`src/rtl/exec_unit.sv`:
```
// exec_unit: execute stage of the 8-bit two-byte-instruction CPU.
// Runs each instruction over two stage-control phases (execa, execb):
// execa drives the RAM strobes and latches immediate operands, execb
// commits accumulator/flag updates, jumps and halt.
// Build option: define ALU_SHIFT_EN to give opcodes D (SHL) and E (SHR)
// shift behaviour; left undefined they are plain NOPs.
module exec_unit (
  input  logic       clk,
  input  logic       rst,
  input  logic       execa,
  input  logic       execb,
  input  logic [7:0] ira,
  input  logic [7:0] irb,
  input  logic [7:0] mem_q,
  output logic [7:0] mem_addr,
  output logic [7:0] mem_data,
  output logic       mem_rden,
  output logic       mem_wren,
  output logic       pc_load,
  output logic [7:0] pc_target,
  output logic       halt,
  output logic [7:0] acc,
  output logic       zf,
  output logic       cf
);

  typedef enum logic [3:0] {
    OP_NOP  = 4'h0,
    OP_LDI  = 4'h1,
    OP_LD   = 4'h2,
    OP_ST   = 4'h3,
    OP_ADD  = 4'h4,
    OP_SUB  = 4'h5,
    OP_AND  = 4'h6,
    OP_OR   = 4'h7,
    OP_ADDI = 4'h8,
    OP_JMP  = 4'h9,
    OP_JZ   = 4'hA,
    OP_JC   = 4'hB,
    OP_HLT  = 4'hC,
    OP_SHL  = 4'hD,
    OP_SHR  = 4'hE,
    OP_NOP2 = 4'hF
  } opcode_t;

  logic [7:0] r_acc;
  logic       r_zf;
  logic       r_cf;
  logic       r_halt;
  logic [7:0] r_opa;

  opcode_t    w_op;
  logic       w_a_active;
  logic       w_b_active;
  logic       w_imm_op;
  logic       w_mem_rd_op;
  logic [7:0] w_acc_next;
  logic       w_zf_next;
  logic       w_cf_next;
  logic       w_halt_next;
  logic       w_upd_zf;
  logic [8:0] w_sum9;
  logic       w_jump_taken;

  assign w_op = opcode_t'(ira[7:4]);

  // Phase qualification: halt freezes everything, execb wins over execa
  // when both are asserted, and reset forces all strobes low.
  assign w_a_active = execa & ~execb & ~r_halt & ~rst;
  assign w_b_active = execb & ~r_halt & ~rst;

  assign w_imm_op    = (w_op == OP_LDI) || (w_op == OP_ADDI);
  assign w_mem_rd_op = (w_op == OP_LD) || (w_op == OP_ADD) || (w_op == OP_SUB) ||
                       (w_op == OP_AND) || (w_op == OP_OR);

  // RAM interface is only driven during a qualified execa cycle.
  always_comb begin
    mem_addr = 8'h00;
    mem_data = 8'h00;
    mem_rden = 1'b0;
    mem_wren = 1'b0;
    if (w_a_active) begin
      mem_addr = irb;
      mem_data = r_acc;
      mem_rden = w_mem_rd_op;
      mem_wren = (w_op == OP_ST);
    end
  end

  // Branch decision uses the flags as they stand at the start of execb.
  always_comb begin
    w_jump_taken = 1'b0;
    case (w_op)
      OP_JMP:  w_jump_taken = 1'b1;
      OP_JZ:   w_jump_taken = r_zf;
      OP_JC:   w_jump_taken = r_cf;
      default: w_jump_taken = 1'b0;
    endcase
    pc_load   = w_b_active & w_jump_taken;
    pc_target = pc_load ? irb : 8'h00;
  end

  // ALU: next accumulator/flags/halt for the instruction finishing in execb.
  always_comb begin
    w_acc_next  = r_acc;
    w_zf_next   = r_zf;
    w_cf_next   = r_cf;
    w_halt_next = r_halt;
    w_upd_zf    = 1'b0;
    w_sum9      = 9'h000;
    case (w_op)
      OP_LDI: begin
        w_acc_next = r_opa;
        w_upd_zf   = 1'b1;
      end
      OP_LD: begin
        w_acc_next = mem_q;
        w_upd_zf   = 1'b1;
      end
      OP_ADD: begin
        w_sum9     = {1'b0, r_acc} + {1'b0, mem_q};
        w_acc_next = w_sum9[7:0];
        w_cf_next  = w_sum9[8];
        w_upd_zf   = 1'b1;
      end
      OP_SUB: begin
        // Bit 8 of the 9-bit difference is the borrow.
        w_sum9     = {1'b0, r_acc} - {1'b0, mem_q};
        w_acc_next = w_sum9[7:0];
        w_cf_next  = w_sum9[8];
        w_upd_zf   = 1'b1;
      end
      OP_AND: begin
        w_acc_next = r_acc & mem_q;
        w_upd_zf   = 1'b1;
      end
      OP_OR: begin
        w_acc_next = r_acc | mem_q;
        w_upd_zf   = 1'b1;
      end
      OP_ADDI: begin
        w_sum9     = {1'b0, r_acc} + {1'b0, r_opa};
        w_acc_next = w_sum9[7:0];
        w_cf_next  = w_sum9[8];
        w_upd_zf   = 1'b1;
      end
      OP_HLT: begin
        w_halt_next = 1'b1;
      end
`ifdef ALU_SHIFT_EN
      OP_SHL: begin
        w_acc_next = {r_acc[6:0], 1'b0};
        w_cf_next  = r_acc[7];
        w_upd_zf   = 1'b1;
      end
      OP_SHR: begin
        w_acc_next = {1'b0, r_acc[7:1]};
        w_cf_next  = r_acc[0];
        w_upd_zf   = 1'b1;
      end
`else
      OP_SHL, OP_SHR: begin
        w_acc_next = r_acc;
      end
`endif
      default: begin
        w_acc_next = r_acc;
      end
    endcase
    if (w_upd_zf) begin
      w_zf_next = (w_acc_next == 8'h00);
    end
  end

  // Immediate operand latch, captured at the end of execa.
  always_ff @(posedge clk or posedge rst) begin
    if (rst) begin
      r_opa <= 8'h00;
    end else if (w_a_active && w_imm_op) begin
      r_opa <= irb;
    end
  end

  // Architectural state commit at the end of execb.
  always_ff @(posedge clk or posedge rst) begin
    if (rst) begin
      r_acc  <= 8'h00;
      r_zf   <= 1'b0;
      r_cf   <= 1'b0;
      r_halt <= 1'b0;
    end else if (w_b_active) begin
      r_acc  <= w_acc_next;
      r_zf   <= w_zf_next;
      r_cf   <= w_cf_next;
      r_halt <= w_halt_next;
    end
  end

  assign acc  = r_acc;
  assign zf   = r_zf;
  assign cf   = r_cf;
  assign halt = r_halt;

endmodule

```
`config.mk`:
```
export PLATFORM = sky130hd
export DESIGN_NAME = exec_unit
export DESIGN_NICKNAME = d
export VERILOG_FILES = /design/src/rtl/exec_unit.sv
export SDC_FILE = /design/constraint.sdc
export NUM_CORES = 1
export LEC_CHECK = 0
export CAP_MARGIN = 20
export CORE_MARGIN = 10
export CORE_UTILIZATION = 39
export CTS_BUF_LIST = sky130_fd_sc_hd__clkbuf_4 sky130_fd_sc_hd__clkbuf_8
export CTS_CLUSTER_DIAMETER = 150
export DETAILED_ROUTE_END_ITERATION = 16
export GPL_TIMING_DRIVEN = 0
export PLACE_DENSITY = 0.76
export SKIP_LAST_GASP = 1
export SYNTH_ARGS = -nofsm -noshare
export SYNTH_HDL_FRONTEND = slang
export SYNTH_SLANG_ARGS = --single-unit
```
`constraint.sdc`:
```
create_clock -name clk -period 4.2 [get_ports clk]
set_input_delay 0.84 -clock clk [delete_from_list [all_inputs] [get_ports clk]]
set_output_delay 0.84 -clock clk [all_outputs]
set_load 0.01 [all_outputs]
```
======== After elaboration in Yosys (flattened, before gate mapping) ========
Index checks and enable logic that the tools add are counted.
W data, S select, Z words.
storage, ports and cells
  register bits ........................... 19
  input port bits ......................... 28
  output and inout bits ................... 38
  logic and storage cells ................. 52
operators by class
  $add $sub $neg .......................... 3
  eq/ne operators ......................... 12
  multiplexer cells ....................... 9
  bitwise operators ....................... 11
  reduce and logical (&&, ||, !) cells .... 12
operators with widths
  cell                  number
  $pmux W8 S7           1
  $mux W8               3
  $eq A4 B4 Y1 const B  5
  $add A8 B8 Y9         2
  $eq A4 B3 Y1 const B  4
  $sub A8 B8 Y9         1
  $and A8 B8 Y8         1
  $eq A4 B2 Y1 const B  2
  $logic_not A8 Y1      1
  $or A8 B8 Y8          1
  $reduce_or A7 Y1      1
  $and A1 B1 Y1         6
  $pmux W1 S3           2
  $reduce_and A2 Y1     3
  $logic_or A1 B1 Y1    5
  $eq A4 B1 Y1 const B  1
  $mux W1               3
  $not A1 Y1            3
  $reduce_bool A3 Y1    1
  $logic_and A1 B1 Y1   1

======== Logic depth before layout (Yosys ltp) ========
  depth in word-level cells ............... 6
  depth in mapped cells ................... 10
  mapped depth without buffers ............ 10

======== Worst setup path before layout ========
Ideal clock, no wire load.
  kind .................................... input to output
  start point ............................. input rst
  end point ............................... output pc_target[0]
  data arrival time ....................... 2704 ps
  data required time ...................... 3360 ps
  path slack .............................. 656 ps
  stages on the path ...................... 4
  path buffers ............................ 0
  cells stage by stage .................... inv_1 nand3_1 nor4_1 and2_1
between the ends
  cells in the longest elaborated chain, start to end .. 4
RTL lines
  element             RTL line  text
  start: declaration  9         input logic rst,
  $not A1 Y1          70        assign w_b_active = execb & ~r_halt & ~rst;
  $and A1 B1 Y1       70
  $and A1 B1 Y1       99        pc_load = w_b_active & w_jump_taken;
  named net pc_load   19        output logic pc_load,
  $mux W8             100       pc_target = pc_load ? irb : 8'h00;
  end: declaration    20        output logic [7:0] pc_target,
The timed path passes the listed nets, and every way through them passes these cells.

======== Final worst setup path ========
  start point ............................. input rst
  end point ............................... output mem_rden
between the ends
  cells in the longest elaborated chain, start to end .. 3
RTL lines
  element           RTL line  text
  $not A1 Y1        69        assign w_a_active = execa & ~execb & ~r_halt & ~rst;
  $and A1 B1 Y1     69
  $mux W1           82        if (w_a_active) begin
  end: declaration  17        output logic mem_rden,
No other way between the ends.

==> impl_metrics.sql <==
INSERT INTO impl_metrics (metric_group, metric, value, unit) VALUES
('logic_synthesis', 'synth.lib_cells_used.distinct', '61', ''),
('detailed_routing', 'routed_wire_length_per_instance', '17.50', 'um'),
('sta', 'period_utilization_post_route', '0.9498', ''),
('logic_synthesis', 'synth.cell_area', '0.002774', 'mm^2'),
('sta', 'worstMarginPinSlew', '1.040', 'ns'),
('cells_and_area', 'final_cell_count_no_fill', '518', ''),
('global_route', 'grt_first_pass_wirelength', '14.81', 'mm'),
('logic_synthesis', 'postSynthCellCount', '354', ''),
('power_and_ir_drop', 'p_seq_frac', '0.407', ''),
('cts', 'cts-root-to-sink-buffers', '2', ''),
('logic_synthesis', 'synthArstFlopShare', '1.000', ''),
('worst_hold_path', 'worst_min_delay_path_startpoint', 'r_opa[7]$_DFFE_PP0P_', ''),
('cts', 'cts_max_level', '1', ''),
('cts', 'cts_buf_count', '3', ''),
('floorplanning', 'floorplan.initialDensity', '0.4038', ''),
('critical_path', 'crit_start', 'rst', ''),
('critical_path', 'setup.worst_path.class', 'input pin to primary output', ''),
('flow_run', 'maxCapViolations', '0', ''),
('worst_hold_path', 'timing.hold.worst_path_depth', '1', ''),
('cells_and_area', 'final_layout_size_suffix_gt1_frac', '0.09953', ''),
('cts', 'clock_tree_from_tritoncts', 'done', ''),
('placed_design', 'dpl-instance-area', '0.003500', 'mm^2'),
('cells_and_area', 'summed_area_of_non_filler_cells_in_the_final_layout', '0.003600', 'mm^2'),
('floorplanning', 'fp.coreArea', '0.006869', 'mm^2'),
('critical_path', 'timing.critical_path.buf_inv', '3', ''),
('critical_path', 'rr_endpoint', 'zf$_DFFE_PP0P_', ''),
('sta', 'hold_violations', '0', ''),
('detailed_routing', 'route.vias.total', '2920', ''),
('global_route', 'grt.overflow.total', '0', ''),
('placed_design', 'detailedPlacementHpwl', '6.952', 'mm'),
('critical_path', 'worst-endpoint-required', '3.36', 'ns'),
('power_and_ir_drop', 'cell_internal_pwr', '310.3', 'uW'),
('critical_path', 'worst_setup_path_start_kind', 'input pin', ''),
('logic_synthesis', 'post_synth_main_area_contributors', 'dfrtp_1, ha_1, nor2_1', ''),
('sta', 'grt_setup_unrepaired', 'false', ''),
('power_and_ir_drop', 'peakVddDrop', '133.8', 'uV'),
('critical_path', 'cell_chain_of_the_critical_path', 'clkdlybuf4s50_1 -> nor4b_4 -> clkbuf_2 -> o21ai_0 -> nor2_1 -> clkdlybuf4s50_1', ''),
('floorplanning', 'chipHeight', '104.3', 'um'),
('sta', 'clock.fmax', '250.7', 'MHz'),
('placed_design', 'place_congestion', '0.9060', ''),
('power_and_ir_drop', 'power.density_cell_area', '125.4', 'mW/mm^2'),
('global_route', 'grt_antenna_before_repair', '0', ''),
('cts', 'root_buffer', 'clkbuf_8', ''),
('logic_synthesis', 'synth_largest_type_area_fraction', '0.1714', ''),
('critical_path', 'worst_r2r_startpoint', 'acc[0]$_DFFE_PP0P_', ''),
('cells_and_area', 'layout_common_cells', 'clkdlybuf4s50_1, nor2_1, ha_1', ''),
('power_and_ir_drop', 'power_frac_comb', '0.274', ''),
('outcome', 'run_status', 'finished clean', ''),
('cells_and_area', 'areaGrowthSynthToFinish', '29.77', '%'),
('sta', 'final_max_slew_viol_count', '0', ''),
('cts', 'worstSkewPairLatency', '0.27', 'ns'),
('floorplanning', 'die_area', '0.01089', 'mm^2'),
('sta', 'clock_skew', '0.007832', 'ns'),
('critical_path', 'ff2ff_setup_slack', '1.06', 'ns'),
('cells_and_area', 'finalNetCount', '486', ''),
('floorplanning', 'floorplan.io_pins', '66', ''),
('critical_path', 'cp_top_family', 'buffers and inverters', ''),
('detailed_routing', 'remaining_design_rule_violation_count', '0', ''),
('logic_synthesis', 'synthesis.yosys.warnings', '0', ''),
('placed_design', 'port_buffers', '60', ''),
('floorplanning', 'fp-row-count', '30', ''),
('worst_hold_path', 'min_to', 'r_opa[7]$_DFFE_PP0P_', ''),
('critical_path', 'end_kind', 'primary output', ''),
('global_route', 'grt_util_all_layers', '0.1603', ''),
('cells_and_area', 'fillerInstances', '635', ''),
('placed_design', 'dpl.cell_count', '511', ''),
('critical_path', 'cpMostUsedCell', 'clkdlybuf4s50_1', ''),
('logic_synthesis', 'syn_nets', '417', ''),
('power_and_ir_drop', 'cellLeakagePower', '1.530', 'nW'),
('critical_path', 'r2r.worst_path.cells', '10', ''),
('logic_synthesis', 'synth.ff_latch_count', '19', '');
[what timing repair did]
action / in CTS / in global routing
buffers inserted: 0 / 1
resized for setup: 5 / 1
gates cloned: 1 / 0
pin swaps: 0 / 1
hold buffers: 0 / 0
setup endpoints to repair: 10 / 6
[synthesized netlist by cell type, drive strengths merged, types with 3 or more instances]
library cell,instances
nand2b,13
nor4,4
mux2,12
a22o,4
nor2b,6
o21ai,21
nor2,42
a211oi,4
clkbuf,8
buf,10
nand2,17
fa,3
dfrtp,19
mux2i,7
inv,26
a21oi,24
a31oi,3
o41ai,3
ha,32
nor3b,7
o22ai,3
xnor2,3
a221oi,4
nor3,9
and2,24
a22oi,4
[through the flow]
stage / util / TNS [ns]
final: 0.5240 / 0
after global routing: 0.5240 / 0
after CTS: 0.5215 / 0
after detailed placement: 0.5095 / -6.341
after global placement: 0.5087 / -8.346
after floorplan: - / 0
[routing by layer]
layer / routed length, um / up-vias / global-route usage
met1: 3907 / 1365 / 0.2001
met4: 209 / 0 / 0.05169
met2: 4297 / 127 / 0.2668
met3: 653 / 17 / 0.03284
li1: - / 1411 / -
met5: 0 / - / 0
[power groups by stage]
stage | logic, mW | registers (mW) | clock network [mW]
floorplan | 0.0702 | 0.187 | 0
global placement | 0.115 | 0.187 | 0
detailed placement | 0.117 | 0.187 | 0
CTS | 0.121 | 0.184 | 0.145
global route | 0.136 | 0.184 | 0.147
finish | 0.124 | 0.184 | 0.144
[cells by family (layout without fill, tap and decap cells)]
kind of cell    after synthesis  count (layout)  synth area share
buf+inv                      44             112           0.06630
compound gates               91              91            0.2282
flops                        19              19            0.1714
mux                          19              19           0.07397
simple gates                141             141            0.2783
xor+xnor                      5               5           0.01579
fa+ha+maj                    35              35            0.1660
[worst reg2reg max path: cells and delay by family (launching register included)]
| family | cells | cell delay (ns) |
|---|---|---|
| buffers and inverters | 1 | 0.09 |
| adder cells (fa/ha/maj) | 2 | 0.62 |
| AO/OA/AOI/OAI | 3 | 0.63 |
| flip-flops | 1 | 0.43 |
| AND/OR/NAND/NOR | 4 | 1.28 |
[state kept, by name, indices dropped and copies added (netlist names)]
| register | cells |
|---|---|
| zf | 1 |
| cf | 1 |
| r_opa | 8 |
| halt | 1 |
| acc | 8 |
[final cells by class]
class                           instances  area (um^2)  area share
Multi-Input combinational cell        291         2143      0.5954
Sequential cell                        19        475.5      0.1321
Buffer                                 18        87.58     0.02433
Timing Repair inverter                  1        5.005    0.001390
Inverter                               26        101.3     0.02815
Timing Repair Buffer                   63        618.1      0.1717
Tap cell                               96        120.1     0.03337
Clock buffer                            4        48.80     0.01356
[worst max path at each step]
stage | slack (ns) | endpoint | cells after the start
final | 0.21 | mem_rden | 6
after global routing | 0.05 | mem_rden | 6
after CTS | 0.05 | pc_target[4] | 7
after detailed placement | -0.80 | pc_target[7] | 7
after global placement | -0.94 | pc_target[1] | 6
after floorplan | 0.66 | pc_target[0] | 4
Power figures use the tool's default switching activity.
